$ cat src/rtl/interp_seq.sv
// Purpose : sequences the interpolation adder's A-operand mux through a 9-step
//           program per pilot triple and emits four saturated combined estimates.
// Latency : accept edge T -> idx0 out_valid after edge T+2; 13 edges per zero-stall triple.
// Backpressure: each estimate parks in HOLD (acc/step frozen, sel=111) until out_ready.
//
// Ports:
//   CLK, RST           clock, synchronous active-low reset
//   in_valid/in_ready  pilot triple handshake; E1/E2/E3 signed IN_WIDTH estimates
//   sel                A-operand select code currently applied (111 when idle/holding)
//   out_data/out_idx/out_last/out_valid/out_ready  estimate output handshake
module interp_seq #(
  parameter int IN_WIDTH  = 17,
  parameter int OUT_WIDTH = 19,
  parameter int ACC_WIDTH = OUT_WIDTH + 2
) (
  input  logic                 CLK,
  input  logic                 RST,
  input  logic                 in_valid,
  output logic                 in_ready,
  input  logic [IN_WIDTH-1:0]  E1,
  input  logic [IN_WIDTH-1:0]  E2,
  input  logic [IN_WIDTH-1:0]  E3,
  output logic [2:0]           sel,
  output logic [OUT_WIDTH-1:0] out_data,
  output logic [1:0]           out_idx,
  output logic                 out_last,
  output logic                 out_valid,
  input  logic                 out_ready
);

  localparam int EXT = ACC_WIDTH - IN_WIDTH;

  typedef enum logic [1:0] {IDLE = 2'd0, RUN = 2'd1, HOLD = 2'd2} state_t;

  state_t               state, state_nxt;
  logic [3:0]           step;
  logic [ACC_WIDTH-1:0] acc, reg_2e, reg_5e, e2_q, e3_q;
  logic [ACC_WIDTH-1:0] e1_x, a_op, sum;
  logic                 clr, emit, cin, ovf;
  logic [2:0]           code;
  logic [1:0]           emit_idx;
  logic [OUT_WIDTH-1:0] sat;

  assign e1_x     = {{EXT{E1[IN_WIDTH-1]}}, E1};
  assign in_ready = (state == IDLE);

  // Micro-program ROM: clear flag, operand code and emit slot per step.
  always_comb begin
    clr      = 1'b0;
    code     = 3'b111;
    emit     = 1'b0;
    emit_idx = 2'd0;
    case (step)
      4'd0: begin clr = 1'b1; code = 3'b001; end
      4'd1: begin code = 3'b110; emit = 1'b1; emit_idx = 2'd0; end
      4'd2: begin clr = 1'b1; code = 3'b110; end
      4'd3: begin code = 3'b000; emit = 1'b1; emit_idx = 2'd1; end
      4'd4: begin clr = 1'b1; code = 3'b101; end
      4'd5: begin code = 3'b100; emit = 1'b1; emit_idx = 2'd2; end
      4'd6: begin clr = 1'b1; code = 3'b101; end
      4'd7: begin code = 3'b010; end
      4'd8: begin code = 3'b011; emit = 1'b1; emit_idx = 2'd3; end
      default: ;
    endcase
  end

  assign sel = (state == RUN) ? code : 3'b111;

  // Inverted operands plus cin=1 form exact two's-complement negation.
  always_comb begin
    a_op = '0;
    cin  = 1'b0;
    case (code)
      3'b000: begin a_op = ~e2_q;        cin = 1'b1; end
      3'b001: begin a_op = ~(e2_q << 1); cin = 1'b1; end
      3'b011: a_op = e2_q;
      3'b010: a_op = reg_2e;
      3'b110: a_op = e3_q << 1;
      3'b100: begin a_op = ~(e3_q << 1); cin = 1'b1; end
      3'b101: a_op = reg_5e;
      default: a_op = '0;
    endcase
  end

  assign sum = (clr ? '0 : acc) + a_op + {{(ACC_WIDTH-1){1'b0}}, cin};

  // Overflow when the bits above the output sign bit are not all copies of it.
  assign ovf = ~((&sum[ACC_WIDTH-1:OUT_WIDTH-1]) | ~(|sum[ACC_WIDTH-1:OUT_WIDTH-1]));
  assign sat = ovf ? (sum[ACC_WIDTH-1] ? {1'b1, {(OUT_WIDTH-1){1'b0}}}
                                       : {1'b0, {(OUT_WIDTH-1){1'b1}}})
                   : sum[OUT_WIDTH-1:0];

  always_comb begin
    state_nxt = state;
    case (state)
      IDLE:    if (in_valid) state_nxt = RUN;
      RUN:     if (emit) state_nxt = HOLD;
      HOLD:    if (out_valid && out_ready) state_nxt = (step == 4'd8) ? IDLE : RUN;
      default: state_nxt = IDLE;
    endcase
  end

  always_ff @(posedge CLK) begin
    if (!RST) state <= IDLE;
    else      state <= state_nxt;
  end

  always_ff @(posedge CLK) begin
    if (!RST) begin
      step      <= 4'd0;
      acc       <= '0;
      reg_2e    <= '0;
      reg_5e    <= '0;
      e2_q      <= '0;
      e3_q      <= '0;
      out_data  <= '0;
      out_idx   <= 2'd0;
      out_last  <= 1'b0;
      out_valid <= 1'b0;
    end else begin
      case (state)
        IDLE: if (in_valid) begin
          e2_q   <= {{EXT{E2[IN_WIDTH-1]}}, E2};
          e3_q   <= {{EXT{E3[IN_WIDTH-1]}}, E3};
          reg_5e <= (e1_x << 2) + e1_x;
          step   <= 4'd0;
        end
        RUN: begin
          acc <= sum;
          if (step == 4'd0) reg_2e <= sum;
          // An emit step keeps its step number through HOLD; advance on handshake.
          if (emit) begin
            out_data  <= sat;
            out_idx   <= emit_idx;
            out_last  <= (emit_idx == 2'd3);
            out_valid <= 1'b1;
          end else begin
            step <= step + 4'd1;
          end
        end
        HOLD: if (out_valid && out_ready) begin
          out_valid <= 1'b0;
          step      <= (step == 4'd8) ? 4'd0 : step + 4'd1;
        end
        default: ;
      endcase
    end
  end

endmodule

$ cat config.mk
export PLATFORM = sky130hd
export DESIGN_NAME = interp_seq
export DESIGN_NICKNAME = d
export VERILOG_FILES = /design/src/rtl/interp_seq.sv
export SDC_FILE = /design/constraint.sdc
export NUM_CORES = 1
export LEC_CHECK = 0
export ABC_AREA = 1
export BUFFER_PORTS_ARGS = -buffer_cell sky130_fd_sc_hd__buf_2
export CAP_MARGIN = 20
export CORE_MARGIN = 5
export CORE_UTILIZATION = 55
export DETAILED_ROUTE_END_ITERATION = 12
export GPL_TIMING_DRIVEN = 0
export PLACE_DENSITY = 0.75
export SYNTH_ARGS = -nofsm -noshare
export SYNTH_HDL_FRONTEND = slang
export SYNTH_SLANG_ARGS = --single-unit
$ cat constraint.sdc
create_clock -name CLK -period 8.11 [get_ports CLK]
set_input_delay 1.622 -clock CLK [delete_from_list [all_inputs] [get_ports CLK]]
set_output_delay 1.622 -clock CLK [all_outputs]
set_load 0.005 [all_outputs]
==> flow_summary.ini <==
[clock_network]
post_cts.repair.setup_buffers = 0
h-tree-depth = 4
cts_max_path_buffers = 2
cts_tree = done
cts_buffers = 17
clock-sinks = 125
clkLatencyLatePin_ns = 0.42
cts-resized-gates = 0
clk_pin_slew_ns = 0.06
cts-root-buf = clkbuf_16
hold_buffers = 0

[worst_setup_path]
r2r_setup_slack_ns = 3.15
cp-start-kind = flip-flop
worstPathArrival_ns = 5.32
path_class = flip-flop to flip-flop
path_max_fanout = 10
r2r_start = step[0]$_SDFFE_PN0P_
crit_path_end_kind = flip-flop
r2r_end = out_data[16]$_SDFFE_PN0P_
worst_ep_required_time_ns = 8.46
reg2reg_depth = 20

[layout]
final_util_pct = 65.5
final_common_cell = inv_1
final_cell_mix = 148 x inv_1, 147 x nor2_1, 138 x nand2_1
area_growth_pct = 16.1
antenna_cells = 0
drive_gt1_share_pct = 11.9
fin_nets = 1282

[placement]
gp_congestion = 0.945
port_buffers = 80
hpwl_um = 17800

[drt]
ant_nets = 0
first_pass_iters = 5
met3WireLength_um = 1810
drc = 0
routed_wl_um = 22700
drt_iter0_drc = 647
routed.top_layer = met4
wl_met1_um = 10400
via_per_inst = 5.58
wl_met2_um = 9660
via_count = 7639
routedWlPerCell_um = 16.6

[timing]
setup_violations = 0
worst-slew-pin-transition_ns = 0.821
period_minus_slack_ns = 4.96
grt_setup_unrepaired = no
skew_ns = 0.00617
hold_violations = 0
slew_headroom_pct = 45.0
drv_slew = 0
fin_setup_tns_ns = 0
fmaxAchievable_mhz = 201
period_share_pct = 61.2

[hold_path]
hold_depth = 2
holdCritStartpoint = acc[1]$_SDFFE_PN0P_
hold_end = acc[1]$_SDFFE_PN0P_
hp-class = flip-flop to flip-flop

[floorplan]
fp-row-count = 42
core-area_um2 = 13300
pin_count = 82
die_w_um = 127
die_h_um = 127
initial_core_util_pct = 56.4
die_area_um2 = 16100

[synth]
yosysWarnings = 0
netlist_area_um2 = 7500
syn_area_per_cell_um2 = 6.94
synthSimpleGateAreaFrac_pct = 19.3
synth_top_family_by_area = compound AO/OA/AOI/OAI gates
synth_fa_ha_area_share_pct = 8.14
synth-seq-cells = 125
synth.distinct_cells = 43
yosysSeqAreaShare_pct = 33.4
synth_xor_area_share_pct = 3.27
synth_compound_area_share_pct = 25.6
syn-num-nets = 1183
syn_inst = 1081
synthMuxAreaShare_pct = 0

[grt]
grt_overflow = 0
grtUsageTotal_pct = 28.1
antenna_found_initial = 0
grt_max_degree = 17
grt_pass1_vias = 7091
grt_pass1_wl_um = 35800

[job]
maxCapViolCount = 0

[outcome]
status = complete, no violations
how the worst max path moves through the flow:
| stage | startpoint | end | slack [ns] |
|---|---|---|---|
| global route | step[0]$_SDFFE_PN0P_ | out_data[16]$_SDFFE_PN0P_ | 2.91 |
| finish | step[0]$_SDFFE_PN0P_ | out_data[16]$_SDFFE_PN0P_ | 3.15 |
| detailed placement | step[0]$_SDFFE_PN0P_ | out_data[16]$_SDFFE_PN0P_ | 3.31 |
| global placement | step[0]$_SDFFE_PN0P_ | out_data[16]$_SDFFE_PN0P_ | 3.37 |
| floorplan | step[0]$_SDFFE_PN0P_ | out_data[2]$_SDFFE_PN0P_ | 4.32 |
| CTS | step[0]$_SDFFE_PN0P_ | out_data[16]$_SDFFE_PN0P_ | 3.28 |
metal layers:
metal / track usage, % / up-vias
met5: 0 / -
met2: 42.9 / 308
met3: 6.01 / 57
li1: - / 3823
met4: 12.2 / 0
met1: 38.5 / 3451
sequential cells by signal (all words and copies together) (netlist names), 2 cells and up:
signal / flops
out_data: 19
e3_q: 17
out_idx: 2
reg_2e: 21
acc: 21
e2_q: 17
step: 4
reg_5e: 20
state: 2
synth_stat cells:
cell | count | area, µm²
inv_1 | 148 | 556
nor2_1 | 147 | 552
nand2_1 | 138 | 518
o21ai_0 | 136 | 681
dfxtp_1 | 125 | 2500
a21oi_1 | 108 | 541
ha_1 | 44 | 551
clkbuf_1 | 35 | 131
nand3_1 | 31 | 155
xor2_1 | 19 | 166
o22ai_1 | 15 | 93.8
o2111ai_1 | 13 | 114
a22oi_1 | 12 | 90.1
a21oi_2 | 10 | 87.6
xnor2_1 | 9 | 78.8
a221oi_1 | 8 | 70.1
nand4_1 | 7 | 43.8
o211ai_1 | 7 | 52.6
o21bai_1 | 7 | 52.6
a31oi_1 | 6 | 37.5
nor3_1 | 6 | 30.0
nand3_2 | 4 | 40.0
a21boi_0 | 3 | 22.5
buf_1 | 3 | 11.3
buf_6 | 3 | 33.8
clkinv_1 | 3 | 11.3
fa_1 | 3 | 60.1
inv_2 | 3 | 11.3
nand2_2 | 3 | 18.8
nor2_4 | 3 | 33.8
nor4_1 | 3 | 18.8
o21ai_1 | 3 | 15.0
o31ai_1 | 3 | 22.5
buf_2 | 2 | 10.0
nor2_2 | 2 | 12.5
o221ai_1 | 2 | 17.5
a211oi_1 | 1 | 7.51
a21o_1 | 1 | 7.51
inv_4 | 1 | 6.26
nand2_4 | 1 | 11.3
nor3_2 | 1 | 10.0
o211a_1 | 1 | 10.0
or3_1 | 1 | 6.26
logic make-up after synthesis:
logic type / count (synthesis)
buffers and inverters: 198
AND/OR/NAND/NOR: 347
adder cells (fa/ha/maj): 47
AO/OA/AOI/OAI: 336
flip-flops: 125
XOR/XNOR: 28
critical path: stages, from the launching register on:
cell      delay, ns
dfxtp_1        0.41
inv_1          0.10
ha_1           0.23
o21ai_1        0.32
nand2_1        0.11
nor2_2         0.27
nand3_1        0.27
inv_1          0.30
buf_2          0.31
a221oi_1       0.14
fa_1           0.51
inv_1          0.09
fa_1           0.26
nand3_1        0.10
nand2_1        0.14
a21oi_1        0.12
o31ai_1        0.38
a21oi_1        0.16
xnor2_1        0.37
nand2_1        0.13
a21oi_2        0.15
final cells by class:
class	count	area [µm²]
clock buffers	22	474
fillers	1213	4590
multi-input cells	758	4230
well taps	176	220
inverters	155	584
repair buffers	80	400
clock inverters	9	111
flip-flops and latches	125	2500
plain buffers	43	186
through the flow:
stage               instances  hold slack (ns)  area [µm²]  setup slack [ns]
finish                   1368            0.457        8710              3.15
global route             1368            0.494        8710              2.91
CTS                      1368            0.460        8710              3.28
detailed placement       1337            0.451        8120              3.31
global placement         1337            0.447        8120              3.37
floorplan                1081            0.434        7500              4.32
Power is not shown: default switching activity piles up to over one toggle a cycle in this logic, so the estimate is an artifact.
